[config.mk]
export PLATFORM = sky130hd
export DESIGN_NAME = cache_ctrl
export DESIGN_NICKNAME = d
export VERILOG_FILES = /design/src/rtl/cache_ctrl.sv
export SDC_FILE = /design/constraint.sdc
export NUM_CORES = 1
export LEC_CHECK = 0
export CORE_MARGIN = 5
export CORE_UTILIZATION = 41
export DETAILED_ROUTE_END_ITERATION = 7
export PLACE_DENSITY = 0.76
export SLEW_MARGIN = 15
export SYNTH_ARGS = -nofsm -noshare
export SYNTH_HDL_FRONTEND = slang
export SYNTH_SLANG_ARGS = --single-unit
[constraint.sdc]
create_clock -name clk -period 2 [get_ports clk]
set_clock_uncertainty 0.2 [all_clocks]
set_input_delay 0.5 -clock clk [delete_from_list [all_inputs] [get_ports clk]]
set_output_delay 0.5 -clock clk [all_outputs]
set_load 0.01 [all_outputs]
[src/rtl/cache_ctrl.sv]
// Direct-mapped read-only cache controller: 16 lines, external tag/data array,
// single-outstanding miss fill from memory, with saturating hit/miss statistics.
module cache_ctrl #(
  parameter int unsigned DATA_W = 8,
  parameter int unsigned TAG_W  = 4,
  parameter int unsigned IDX_W  = 4
) (
  input  logic                     clk,
  input  logic                     reset,
  input  logic                     req_valid,
  input  logic [TAG_W+IDX_W-1:0]   req_addr,
  output logic                     req_ready,
  input  logic                     flush,
  output logic                     resp_valid,
  output logic [DATA_W-1:0]        resp_data,
  output logic                     resp_hit,
  output logic                     mem_req,
  output logic [TAG_W+IDX_W-1:0]   mem_addr,
  input  logic                     mem_ack,
  input  logic [DATA_W-1:0]        mem_data,
  output logic                     sram_we,
  output logic [(1<<IDX_W)-1:0]    sram_wl,
  output logic [TAG_W-1:0]         sram_tag_in,
  output logic [DATA_W-1:0]        sram_data_in,
  input  logic [TAG_W-1:0]         sram_tag_out,
  input  logic [DATA_W-1:0]        sram_data_out,
  output logic [7:0]               hit_cnt,
  output logic [7:0]               miss_cnt
);

  localparam int unsigned AddrW = TAG_W + IDX_W;
  localparam int unsigned Lines = 1 << IDX_W;

  typedef enum logic [2:0] {StIdle, StLookup, StMiss, StFill, StResp} state_e;

  state_e             r_state, w_state_d;
  logic [AddrW-1:0]   r_addr;
  logic [Lines-1:0]   r_valid;
  logic [DATA_W-1:0]  r_fill;
  logic [DATA_W-1:0]  r_resp_data;
  logic               r_resp_hit;
  logic [7:0]         r_hit_cnt;
  logic [7:0]         r_miss_cnt;

  logic [IDX_W-1:0]   w_idx;
  logic [TAG_W-1:0]   w_tag;
  logic               w_hit;
  logic               w_accept;

  assign w_idx    = r_addr[IDX_W-1:0];
  assign w_tag    = r_addr[AddrW-1:IDX_W];
  assign w_hit    = r_valid[w_idx] && (sram_tag_out == w_tag);
  assign w_accept = req_valid && req_ready;

  assign req_ready    = (r_state == StIdle) && !flush;
  assign resp_valid   = (r_state == StResp);
  assign resp_data    = r_resp_data;
  assign resp_hit     = r_resp_hit;
  assign mem_req      = (r_state == StMiss);
  assign mem_addr     = r_addr;
  assign sram_we      = (r_state == StFill);
  // Wordline always tracks the latched index so the array read is valid in LOOKUP.
  assign sram_wl      = {{(Lines-1){1'b0}}, 1'b1} << w_idx;
  assign sram_tag_in  = w_tag;
  assign sram_data_in = r_fill;
  assign hit_cnt      = r_hit_cnt;
  assign miss_cnt     = r_miss_cnt;

  always_comb begin
    w_state_d = r_state;
    case (r_state)
      StIdle:   if (w_accept) w_state_d = StLookup;
      StLookup: w_state_d = w_hit ? StResp : StMiss;
      StMiss:   if (mem_ack) w_state_d = StFill;
      StFill:   w_state_d = StResp;
      StResp:   w_state_d = StIdle;
      default:  w_state_d = StIdle;
    endcase
  end

  always_ff @(posedge clk) begin
    if (reset) begin
      r_state     <= StIdle;
      r_addr      <= '0;
      r_valid     <= '0;
      r_fill      <= '0;
      r_resp_data <= '0;
      r_resp_hit  <= 1'b0;
      r_hit_cnt   <= '0;
      r_miss_cnt  <= '0;
    end else begin
      r_state <= w_state_d;
      case (r_state)
        StIdle: begin
          if (flush) r_valid <= '0;
          else if (w_accept) r_addr <= req_addr;
        end
        StLookup: begin
          if (w_hit) begin
            r_resp_data <= sram_data_out;
            r_resp_hit  <= 1'b1;
            if (r_hit_cnt != 8'hFF) r_hit_cnt <= r_hit_cnt + 8'd1;
          end else if (r_miss_cnt != 8'hFF) begin
            r_miss_cnt <= r_miss_cnt + 8'd1;
          end
        end
        StMiss: if (mem_ack) r_fill <= mem_data;
        StFill: begin
          r_valid[w_idx] <= 1'b1;
          r_resp_data    <= r_fill;
          r_resp_hit     <= 1'b0;
        end
        default: ;
      endcase
    end
  end

endmodule

==> impl_metrics.env <==
export IMPL_status="complete, but fails checks"
export IMPL_violations="negative setup slack"
export IMPL_pre_cts_ws_ps=-652.8
export IMPL_r2r_start="mem_addr[1]$_SDFFE_PP0P_"
export IMPL_vias=2940
export IMPL_hp_start="r_state[0]$_SDFFE_PP0P_"
export IMPL_cp_start_kind="register"
export IMPL_antenna_found_initial=0
export IMPL_max_slew_margin_pct=62.59
export IMPL_grt_use_met2_pct=35.80
export IMPL_ys_async_sr_fraction_pct=0
export IMPL_syn_inst=317
export IMPL_min_period_ps=2300
export IMPL_syn2layout_area_growth_pct=70.50
export IMPL_route_detailed_drc=0
export IMPL_cap_violations=0
export IMPL_critPathCaptureType="register"
export IMPL_critPathSlowestCell="or4_1"
export IMPL_n_antenna_cell=0
export IMPL_whs_endpoint="r_state[0]$_SDFFE_PP0P_"
export IMPL_whs_ps=275.7
export IMPL_place_hpwl_um=5992
export IMPL_period_share_pct=115.0
export IMPL_cts_inserted_buffers=9
export IMPL_die_area_um2=8753
export IMPL_slew_violations=0
export IMPL_track_usage_pct=20.55
export IMPL_drive_gt1_share_pct=35.46
export IMPL_power_leakage_nw=2.120
export IMPL_dr_pass1_iters=5
export IMPL_min_path_type="register to register"
export IMPL_cp_num_buf_inv=3
export IMPL_vdd_ir_drop_max_mv=0.5499
export IMPL_max_freq_ghz=0.4349
export IMPL_synth_seq_area_share_pct=41.96
export IMPL_place_gp_congestion=0.8277
export IMPL_setup_viol_count_final=40
export IMPL_die_x_um=93.56
export IMPL_syn_avg_cell_area_um2=9.031
export IMPL_use_met3_pct=6.516
export IMPL_totalWireLength_um=9279
export IMPL_dr_first_iter_drc_count=112
export IMPL_start_util_pct=42.14
export IMPL_wire_per_inst_um=16.37
export IMPL_top_usage_layer="met2"
export IMPL_whs_path_depth=1
export IMPL_grt_pass1_vias=3022
export IMPL_synth_edf_count=0
export IMPL_syn_nets=352
export IMPL_cts_tree="built"
export IMPL_synthFlopType="dfxtp_1"
export IMPL_synth_seq_cells=60
export IMPL_vias_per_cell=5.185
export IMPL_cts_hold_buf=0
export IMPL_die_y_um=93.56
export IMPL_max_stage_delay_ps=440
export IMPL_rsz0062_at_grt="yes"
export IMPL_io_pins=98
export IMPL_rows=30
export IMPL_grt_pass1_wl_um=14190
export IMPL_cp_max_fo=6
export IMPL_ys_warn_count=0
export IMPL_crit_family="simple AND/OR/NAND/NOR gates"
export IMPL_power_per_cell_area_nw_per_um2=577.0
export IMPL_finalSetupTns_ps=-5643
export IMPL_rr_endpoint="miss_cnt[3]$_SDFFE_PP0P_"
export IMPL_clk_pin_slew_ps=70
export IMPL_syn_area_um2=2863
export IMPL_io_buffer_count=97
export IMPL_grt_max_degree=23
export IMPL_placedCellCount=536
export IMPL_final_antenna_net_count=0
export IMPL_path_cells="buf_12 > mux2i_2 > nand3_2 > nand4b_4 > buf_6 > buf_4 > nand2_4 > or4_1 > a21oi_2"
export IMPL_fin_nets=501
export IMPL_worstSkewPairLatency_ps=340
export IMPL_crit_arrival_ps=2360
export IMPL_stdcell_count=567
export IMPL_cts_root_buf="clkbuf_8"
export IMPL_worst_r2r_path_depth=9
export IMPL_tightest_slew_ps=556.8
export IMPL_ys_types=48
export IMPL_crit_required_ps=2060
export IMPL_cts_sinks=60
export IMPL_overflow=0
export IMPL_cts_path_max_buffers=2
export IMPL_r2r_slack_ps=-300
export IMPL_met1_usage_pct=22.66
export IMPL_coreArea_um2=6794
export IMPL_path_class="register to register"
export IMPL_layout_setup_ws_ps=-299.5
export IMPL_htreeDepth=3
export IMPL_hold_violations=0
through the flow:
step                power, W  cell area (um^2)  util, %
floorplan           0.001450              2884        -
global placement    0.001663              4254    62.62
detailed placement  0.001670              4254    62.62
CTS                 0.002800              4692    69.06
global route        0.002923              4881    71.84
finish              0.002816              4881    71.84
cell usage after synthesis, types with 6 or more instances:
cell	number	area share [%]
a211oi_1	7	1.8
a21oi_1	19	3.3
clkbuf_1	9	1.2
dfxtp_1	60	42
inv_1	6	0.79
mux2i_1	34	12
nand2_1	9	1.2
nand3_1	8	1.4
nor2_1	68	8.9
nor2b_1	9	2.0
nor3_1	12	2.1
xnor2_1	7	2.1
placed cells by master, fill, tap and decap left out, drive strengths merged, types with 7 or more instances in the layout:
master	instances
a211oi	9
a21oi	21
buf	80
clkbuf	13
clkdlybuf4s50	42
dfxtp	60
dlygate4sd2	24
dlymetal6s2s	9
mux2i	34
nand2	9
nand3	8
nor2	69
nor2b	10
nor3	12
xnor2	7
per-layer routing:
metal,part of all wire [%],up-vias
li1,-,1406
met1,39,1422
met2,52,96
met3,6.8,16
met4,2.3,0
met5,0,-
cell families (layout without fill, tap and decap cells):
group           count (synthesis)  in the layout  share of synthesized area (%)
compound gates                 47             47                          11.98
simple gates                  134            134                          23.51
buf+inv                        27            181                          5.376
xor+xnor                        8              8                          2.448
flops                          60             60                          41.96
fa+ha+maj                       2              2                         0.8740
mux                            39             39                          13.85
area by class of cell:
class | instances | area [um^2]
repair buffers | 159 | 1536
fillers | 502 | 1913
flip-flops and latches | 60 | 1224
clock inverters | 4 | 47.55
multi-input cells | 230 | 1775
clock buffers | 12 | 155.1
inverters | 6 | 22.52
well taps | 96 | 120.1
repair_timing:
item                                    CTS  global route
pin swaps                                26            16
resized for setup                       138            69
gates cloned                              1             1
endpoints found under the setup margin   69            51
setup buffers                            11             2
sequential cells by signal (all words and copies together) (netlist names):
name and count:
resp_hit 1, hit_cnt 8, mem_addr 8, r_state 3
sram_data_in 8, r_valid 16, miss_cnt 8, resp_data 8
how the worst max path moves through the flow:
stage | cells after the start | slack, ps | startpoint | endpoint
3_3_place_gp | 8 | -580 | sram_tag_out[2] | resp_data[5]$_SDFFE_PP0P_
3_5_place_dp | 8 | -650 | sram_tag_out[3] | resp_data[1]$_SDFFE_PP0P_
5_1_grt | 9 | -350 | mem_addr[1]$_SDFFE_PP0P_ | miss_cnt[7]$_SDFFE_PP0P_
2_1_floorplan | 9 | -90 | mem_addr[1]$_SDFFE_PP0P_ | resp_data[6]$_SDFFE_PP0P_
6_report | 9 | -300 | mem_addr[1]$_SDFFE_PP0P_ | miss_cnt[3]$_SDFFE_PP0P_
4_1_cts | 9 | -230 | mem_addr[1]$_SDFFE_PP0P_ | miss_cnt[7]$_SDFFE_PP0P_
power breakdown:
| group | internal, W | switching, W | leakage [nW] |
|---|---|---|---|
| registers | 0.00121 | 0.0000242 | 0.490 |
| logic | 0.000247 | 0.000203 | 1.53 |
| clock network | 0.000640 | 0.000489 | 0.102 |
No activity file was read; power rests on OpenSTA's default activity.
